### src/rtl/weight_loader.sv
// Weight memory write-side loader: takes a host byte stream over valid/ready and writes
// consecutive weight addresses starting at a programmed base, with a range check up front.
module weight_loader #(
  parameter int unsigned ADDR_W    = 13,
  parameter int unsigned DATA_W    = 8,
  parameter int unsigned MEM_DEPTH = 32,
  parameter int unsigned LEN_W     = 6
) (
  input  logic              clk,
  input  logic              reset,
  input  logic              start,
  input  logic [ADDR_W-1:0] base_addr,
  input  logic [LEN_W-1:0]  length,
  input  logic              in_valid,
  input  logic [DATA_W-1:0] in_data,
  output logic              in_ready,
  output logic              mem_we,
  output logic [ADDR_W-1:0] mem_addr,
  output logic [DATA_W-1:0] mem_wdata,
  output logic              busy,
  output logic              done,
  output logic              error
);

  typedef enum logic [1:0] {
    S_IDLE,
    S_LOAD,
    S_DONE
  } state_t;

  state_t              state_q, state_d;
  logic [ADDR_W-1:0]   base_q, base_d;
  logic [LEN_W-1:0]    len_q, len_d;
  logic [LEN_W-1:0]    cnt_q, cnt_d;
  logic                mem_we_q, mem_we_d;
  logic [ADDR_W-1:0]   mem_addr_q, mem_addr_d;
  logic [DATA_W-1:0]   mem_wdata_q, mem_wdata_d;
  logic                error_q, error_d;
  logic                handshake;
  logic [ADDR_W:0]     end_addr;

  // One extra bit so a base near the top of the address space cannot wrap past the check.
  assign end_addr  = {1'b0, base_addr} + (ADDR_W+1)'(length);
  assign handshake = in_valid && (state_q == S_LOAD);

  always_comb begin
    state_d     = state_q;
    base_d      = base_q;
    len_d       = len_q;
    cnt_d       = cnt_q;
    mem_we_d    = 1'b0;
    mem_addr_d  = mem_addr_q;
    mem_wdata_d = mem_wdata_q;
    error_d     = error_q;
    case (state_q)
      S_IDLE: begin
        if (start) begin
          base_d  = base_addr;
          len_d   = length;
          cnt_d   = '0;
          error_d = 1'b0;
          if (end_addr > (ADDR_W+1)'(MEM_DEPTH)) begin
            error_d = 1'b1;
            state_d = S_DONE;
          end else if (length == '0) begin
            state_d = S_DONE;
          end else begin
            state_d = S_LOAD;
          end
        end
      end
      S_LOAD: begin
        if (handshake) begin
          mem_we_d    = 1'b1;
          mem_addr_d  = base_q + ADDR_W'(cnt_q);
          mem_wdata_d = in_data;
          cnt_d       = cnt_q + LEN_W'(1);
          if (cnt_q == len_q - LEN_W'(1)) state_d = S_DONE;
        end
      end
      S_DONE:  state_d = S_IDLE;
      default: state_d = S_IDLE;
    endcase
  end

  always_ff @(posedge clk) begin
    if (reset) begin
      state_q     <= S_IDLE;
      base_q      <= '0;
      len_q       <= '0;
      cnt_q       <= '0;
      mem_we_q    <= 1'b0;
      mem_addr_q  <= '0;
      mem_wdata_q <= '0;
      error_q     <= 1'b0;
    end else begin
      state_q     <= state_d;
      base_q      <= base_d;
      len_q       <= len_d;
      cnt_q       <= cnt_d;
      mem_we_q    <= mem_we_d;
      mem_addr_q  <= mem_addr_d;
      mem_wdata_q <= mem_wdata_d;
      error_q     <= error_d;
    end
  end

  assign in_ready  = (state_q == S_LOAD);
  assign busy      = (state_q != S_IDLE);
  assign done      = (state_q == S_DONE);
  assign mem_we    = mem_we_q;
  assign mem_addr  = mem_addr_q;
  assign mem_wdata = mem_wdata_q;
  assign error     = error_q;

endmodule

### config.mk
export PLATFORM = sky130hd
export DESIGN_NAME = weight_loader
export DESIGN_NICKNAME = d
export VERILOG_FILES = /design/src/rtl/weight_loader.sv
export SDC_FILE = /design/constraint.sdc
export NUM_CORES = 1
export LEC_CHECK = 0
export ABC_AREA = 1
export CAP_MARGIN = 25
export CORE_MARGIN = 2
export CORE_UTILIZATION = 47
export DETAILED_ROUTE_END_ITERATION = 16
export GPL_TIMING_DRIVEN = 0
export PLACE_DENSITY = 0.78
export SLEW_MARGIN = 0
export SYNTH_ARGS = -nofsm -noshare
export SYNTH_HDL_FRONTEND = slang
export SYNTH_SLANG_ARGS = --single-unit
### constraint.sdc
create_clock -name clk -period 2.15 [get_ports clk]
set_clock_uncertainty 0.2 [all_clocks]
set_input_delay 0.43 -clock clk [delete_from_list [all_inputs] [get_ports clk]]
set_output_delay 0.43 -clock clk [all_outputs]
set_load 0.05 [all_outputs]
# [Word-level counts from Yosys, hierarchy flattened]
# Cells that the tools add are included.
[classes] addsub=4 n_lt_le_gt_ge=1 n_eq_ne=6 muxes=11 n_bitwise=1 reduce_logical=10
[ops] op="$add A13 B6 Y14" n=1
[ops] op="$gt A14 B6 Y1 const B" n=1
[ops] op="$add A13 B6 Y13" n=1
[ops] op="$mux W6" n=2
[ops] op="$pmux W6 S2" n=1
[ops] op="$mux W2" n=5
[ops] op="$add A6 B1 Y6 const B" n=1
[ops] op="$eq A6 B6 Y1" n=1
[ops] op="$logic_not A6 Y1" n=1
[ops] op="$reduce_and A3 Y1" n=2
[ops] op="$sub A6 B1 Y6 const B" n=1
[ops] op="$ne A2 B1 Y1 const B" n=2
[ops] op="$pmux W2 S2" n=1
[ops] op="$reduce_and A2 Y1" n=2
[ops] op="$reduce_bool A2 Y1" n=2
[ops] op="$eq A2 B1 Y1 const B" n=1
[ops] op="$eq A2 B2 Y1 const B" n=1
[ops] op="$logic_not A2 Y1" n=1
[ops] op="$mux W1" n=2
[ops] op="$ne A2 B2 Y1 const B" n=1
[ops] op="$reduce_or A2 Y1" n=1
[ops] op="$logic_and A1 B1 Y1" n=1
[ops] op="$not A1 Y1" n=1
[totals] reg_bits=50 in_bits=31 output_inout_bits=26 word_cells=41

# [Longest topological paths before layout]
[depth] depth_word=5 mapped_depth=16 mapped_depth_nobuf=16

# [Worst setup path before layout]
# OpenSTA, ideal clock, no wires.
[synth_timing] path_kind="input to register" start="in base_addr[0]" end="reg error_q, in the netlist error" setup_time_ps=113 arrival_ps=1898 required_ps=1837 setup_slack_ps=-61 stages=15 path_buffers=0 cell_sequence="ha_1 > inv_1 > fa_1 > inv_2 > nand3_1 > nand2_1 > nand2_1 > nand2_2 > nand2_2 > nand2_2 > nand3_4 > nor2_4 > nand3_1 > o211ai_2 > inv_2"
[synth_between] elab_chain_len=3
[synth_lines] item="start, declared" line_no="12" rtl="input logic [ADDR_W-1:0] base_addr,"
[synth_lines] item="$add A13 B6 Y14" line_no="43" rtl="assign end_addr = {1'b0, base_addr} + (ADDR_W+1)'(length);"
[synth_lines] item="$gt A14 B6 Y1" line_no="62" rtl="if (end_addr > (ADDR_W+1)'(MEM_DEPTH)) begin"
[synth_lines] item="$mux W1" line_no="62"
[synth_lines] item="end signal, assigned" line_no="104" rtl="error_q <= error_d;"
[synth_lines] item="end, declared" line_no="38" rtl="logic error_q, error_d;"
# No other way between the ends.
# A chain may end at the register's enable or synchronous reset.

# [Worst setup path in the final report]
[layout_timing] start="in length[0]" end="reg error_q, in the netlist error"
[layout_between] elab_chain_len=3
[layout_lines] item="start, declared" line_no="13" rtl="input logic [LEN_W-1:0] length,"
[layout_lines] item="$add A13 B6 Y14" line_no="43"
[layout_lines] item="$gt A14 B6 Y1" line_no="62"
[layout_lines] item="$mux W1" line_no="62"
# No other way between the ends.

==> metrics.md <==
| Metric | Value |
|---|---|
| Fin crit period | between 2000 and 2500 ps |
| Final ANT Viol Nets | 0 |
| Worst Hold Class | input pin to register |
| CP Cell Sequence | buf_8 -> ha_4 -> inv_2 -> fa_2 -> nand2_1 -> nor2_1 -> nand2_1 -> nor2_1 -> nand2_1 -> nand2_2 -> nand3_2 -> nor2_4 -> nand3_2 -> o211ai_2 -> inv_2 |
| R2r setup slk | ~60 ps |
| Fmax | 472.8 MHz |
| Clk_lat worst skew | 310 ps |
| Element type at the critical path end | register |
| Leakage power | roughly 0.0017 µW |
| DRC viols | 0 |
| Global-route usage over all layers | 21.83% |
| Die height | between 80 and 90 µm |
| Min-delay src | reset |
| Avg Inst Size Synth | around 7 µm² |
| Vias in the first global route | about 2800 |
| First-pass GRT wire length | roughly 13 mm |
| Crit path arrival time | approximately 2100 ps |
| Logic pwr share | a little under a quarter |
| Hold Path Stages | 2 |
| Top delay family on crit path | simple AND/OR/NAND/NOR gates |
| Die area | between 0.007 and 0.008 mm² |
| Routability cong. | between 0.8 and 0.9 |
| CTS buffer count | 5 |
| TritonCTS clock tree | yes |
| CTS clk-pin slew, worst paths | 80 ps |
| Synth top area share | between 30% and 40% |
| Sw frac | between 30% and 40% |
| Area added between synthesis and finish | 29.36% |
| Fin crit share | 98.37% |
| Most used cell, CP | nand2_1 |
| Boundary Pins | 57 |
| Critical path data required time | around 2200 ps |
| CP startpoint kind | input pin |
| Final hold violation count | 0 |
| Final hold slack | about 140 ps |
| Post-Syn Area | slightly above 0.003 mm² |
| H-tree levels | 2 |
| Drt first-iter violations | around 140 |
| Yosys cell types | 40 |
| Via count | 2966 |
| Main synth FF type | dfxtp_1 |
| Sequential power share | about half |
| Placeable Area | 0.006314 mm² |
| EDFF count, synth | 0 |
| Die W | 84.63 µm |
| Grt ovf | 0 |
| Internal Power | 1411 µW |
| Port-buffer cells | 55 |
| Routed wire length | roughly 7.6 mm |
| RSZ-0062 raised after global routing | true |
| Initial antenna violation count | 0 |
| Syn Nets | around 480 |
| Routed WL per cell | 13.20 µm |
| Seq cells post-synth | 50 |
| Cells after Synth | ~430 |
| Number of max-cap violations | 0 |
| Power per standard cell area | between 500 and 600 mW/mm² |
| Pin count of the biggest net entering global routing | 15 |
| Worst slack, placed | -794.4 ps |
| Ranking of synthesized cells by area | dfxtp_1, nand2_1, inv_1 |
| Starting Density | between 40% and 50% |
| Final HPWL DP | 5.939 mm |
| Nets | about 550 |
| Cell at the slowest stage of the critical path | fa_2 |
| Vias per cell | ~5 |
| Max Slew Vio Count | 0 |
| Sink Count | 50 |
| WP buf/inv | 3 |
| R2R depth | 13 |
| Clock root cell | clkbuf_8 |
| Maximum vdd drop | 0.0004047 V |
| Total power | a little over 2000 µW |
| Post-synth top area cell | dfxtp_1 |
| Drt pass-1 iters | 4 |
| Clock tree buffer depth | 2 |
| Worst-Margin Slew | 525.2 ps |
| Worst R2R Start | base_q[0]$_SDFFE_PP0P_ |
| Net Sw Power | about 610 µW |
| Yosys warns | 0 |
| Post-route setup slack | between 30 and 40 ps |
| Most common cell after layout, fill and taps aside | nand2_1 |
| Largest stage delay on the critical path | 530 ps |
| Commonest non-fill, non-tap cells in the layout | nand2_1, inv_1, dfxtp_1, clkdlybuf4s50_1, nor2_1 |
| Layout cells sized above 1 | 17.93% |
| Register area share after synthesis | roughly a third |
| Outcome | finished, final reports clean |
| R2r endpoint | mem_addr[12]$_SDFFE_PP0P_ |
| Asr flop ratio synth | 0% |
| Worst Hold End | mem_addr[0]$_SDFFE_PP0P_ |
| Crit-path max FO | 3 |
| Final setup vio count | 0 |
| Max_slew headroom | around two thirds |
| Critical path class | input pin to register |
| Num rows | 29 |
| Number of diodes | 0 |
| Clock share of power | 28.0% |
==> cell usage after synthesis, types with 2 or more instances <==
library cell / n
ha_1: 14
nand4_1: 4
nor2_2: 3
nor2_4: 3
fa_1: 2
a21oi_1: 35
buf_2: 2
o21bai_1: 4
xor2_1: 9
clkbuf_8: 2
clkbuf_1: 6
inv_1: 54
nand2_2: 15
nand2_1: 88
nor3_1: 4
xnor2_1: 3
inv_2: 9
o21ai_1: 4
buf_1: 2
nand3_2: 6
a211oi_1: 4
a21oi_2: 4
nand3_1: 25
nand3b_1: 2
o211ai_1: 4
dfxtp_1: 50
o21ai_0: 29
nor2_1: 35
==> cell type report <==
class	count	area (µm²)
timing repair buffer	60	574.3
multi-input combinational	309	1878
tap	77	96.34
clock inverter	1	5.005
sequential	50	1008
fill	592	2361
clock buffer	7	86.33
buffer	12	67.56
inverter	63	236.5
==> cells by family (layout without fill, tap and decap cells) <==
kind of cell / Yosys count / in the layout / synth area share (%)
compound gates: 91 / 91 / 17.16
xor+xnor: 12 / 12 / 3.440
fa+ha+maj: 16 / 16 / 7.044
buf+inv: 75 / 143 / 9.951
flops: 50 / 50 / 32.76
simple gates: 190 / 190 / 29.65
==> layer usage <==
metal / global-route usage [%] / vias to the layer above / routed length, µm
met4: 5.772 / 0 / 87
met1: 27.88 / 1335 / 3481
met3: 3.441 / 5 / 318
li1: - / 1550 / -
met5: 0 / - / 0
met2: 38.30 / 76 / 3756
==> what timing repair did <==
item | 4_1_cts | 5_1_grt
hold endpoints to repair | 0 | 0
endpoints found under the setup margin | 8 | 8
hold buffers | 0 | 0
resized for setup | 36 | 20
pin swaps | 5 | 12
buffers inserted | 2 | 3
==> registers in the layout (all words and copies together) (netlist names) <==
register	count
mem_wdata	8
cnt_q	6
error	1
base_q	13
len_q	6
mem_we	1
mem_addr	13
state_q	2
==> per-stage QoR <==
stage               std cells  util [%]  TNS, ps  instance area, µm²
CTS                       576     61.30        0                3870
detailed placement        566     58.96    -2680                3722
floorplan                 434         -        0                3075
global route              579     62.60   -200.9                3953
global placement          566     58.96    -2512                3722
finish                    579     62.60        0                3953
==> power by group through the flow <==
stage / combinational (µW) / clock, µW / sequential, µW
2_1_floorplan: 288 / 0 / 1010
5_1_grt: 510 / 619 / 1000
3_5_place_dp: 433 / 0 / 1010
3_3_place_gp: 423 / 0 / 1010
4_1_cts: 444 / 576 / 994
6_report: 456 / 565 / 995
==> worst max-delay path by stage <==
stage	from	to	cells past startpoint
6_report	length[0]	error$_SDFFE_PP0P_	15
3_5_place_dp	length[0]	state_q[1]$_SDFFE_PP0P_	15
5_1_grt	cnt_q[0]$_SDFFE_PP0P_	mem_addr[12]$_SDFFE_PP0P_	13
2_1_floorplan	base_addr[0]	error$_SDFFE_PP0P_	14
4_1_cts	base_addr[1]	state_q[1]$_SDFFE_PP0P_	14
3_3_place_gp	length[0]	state_q[1]$_SDFFE_PP0P_	15
Power figures use the tool's default switching activity.
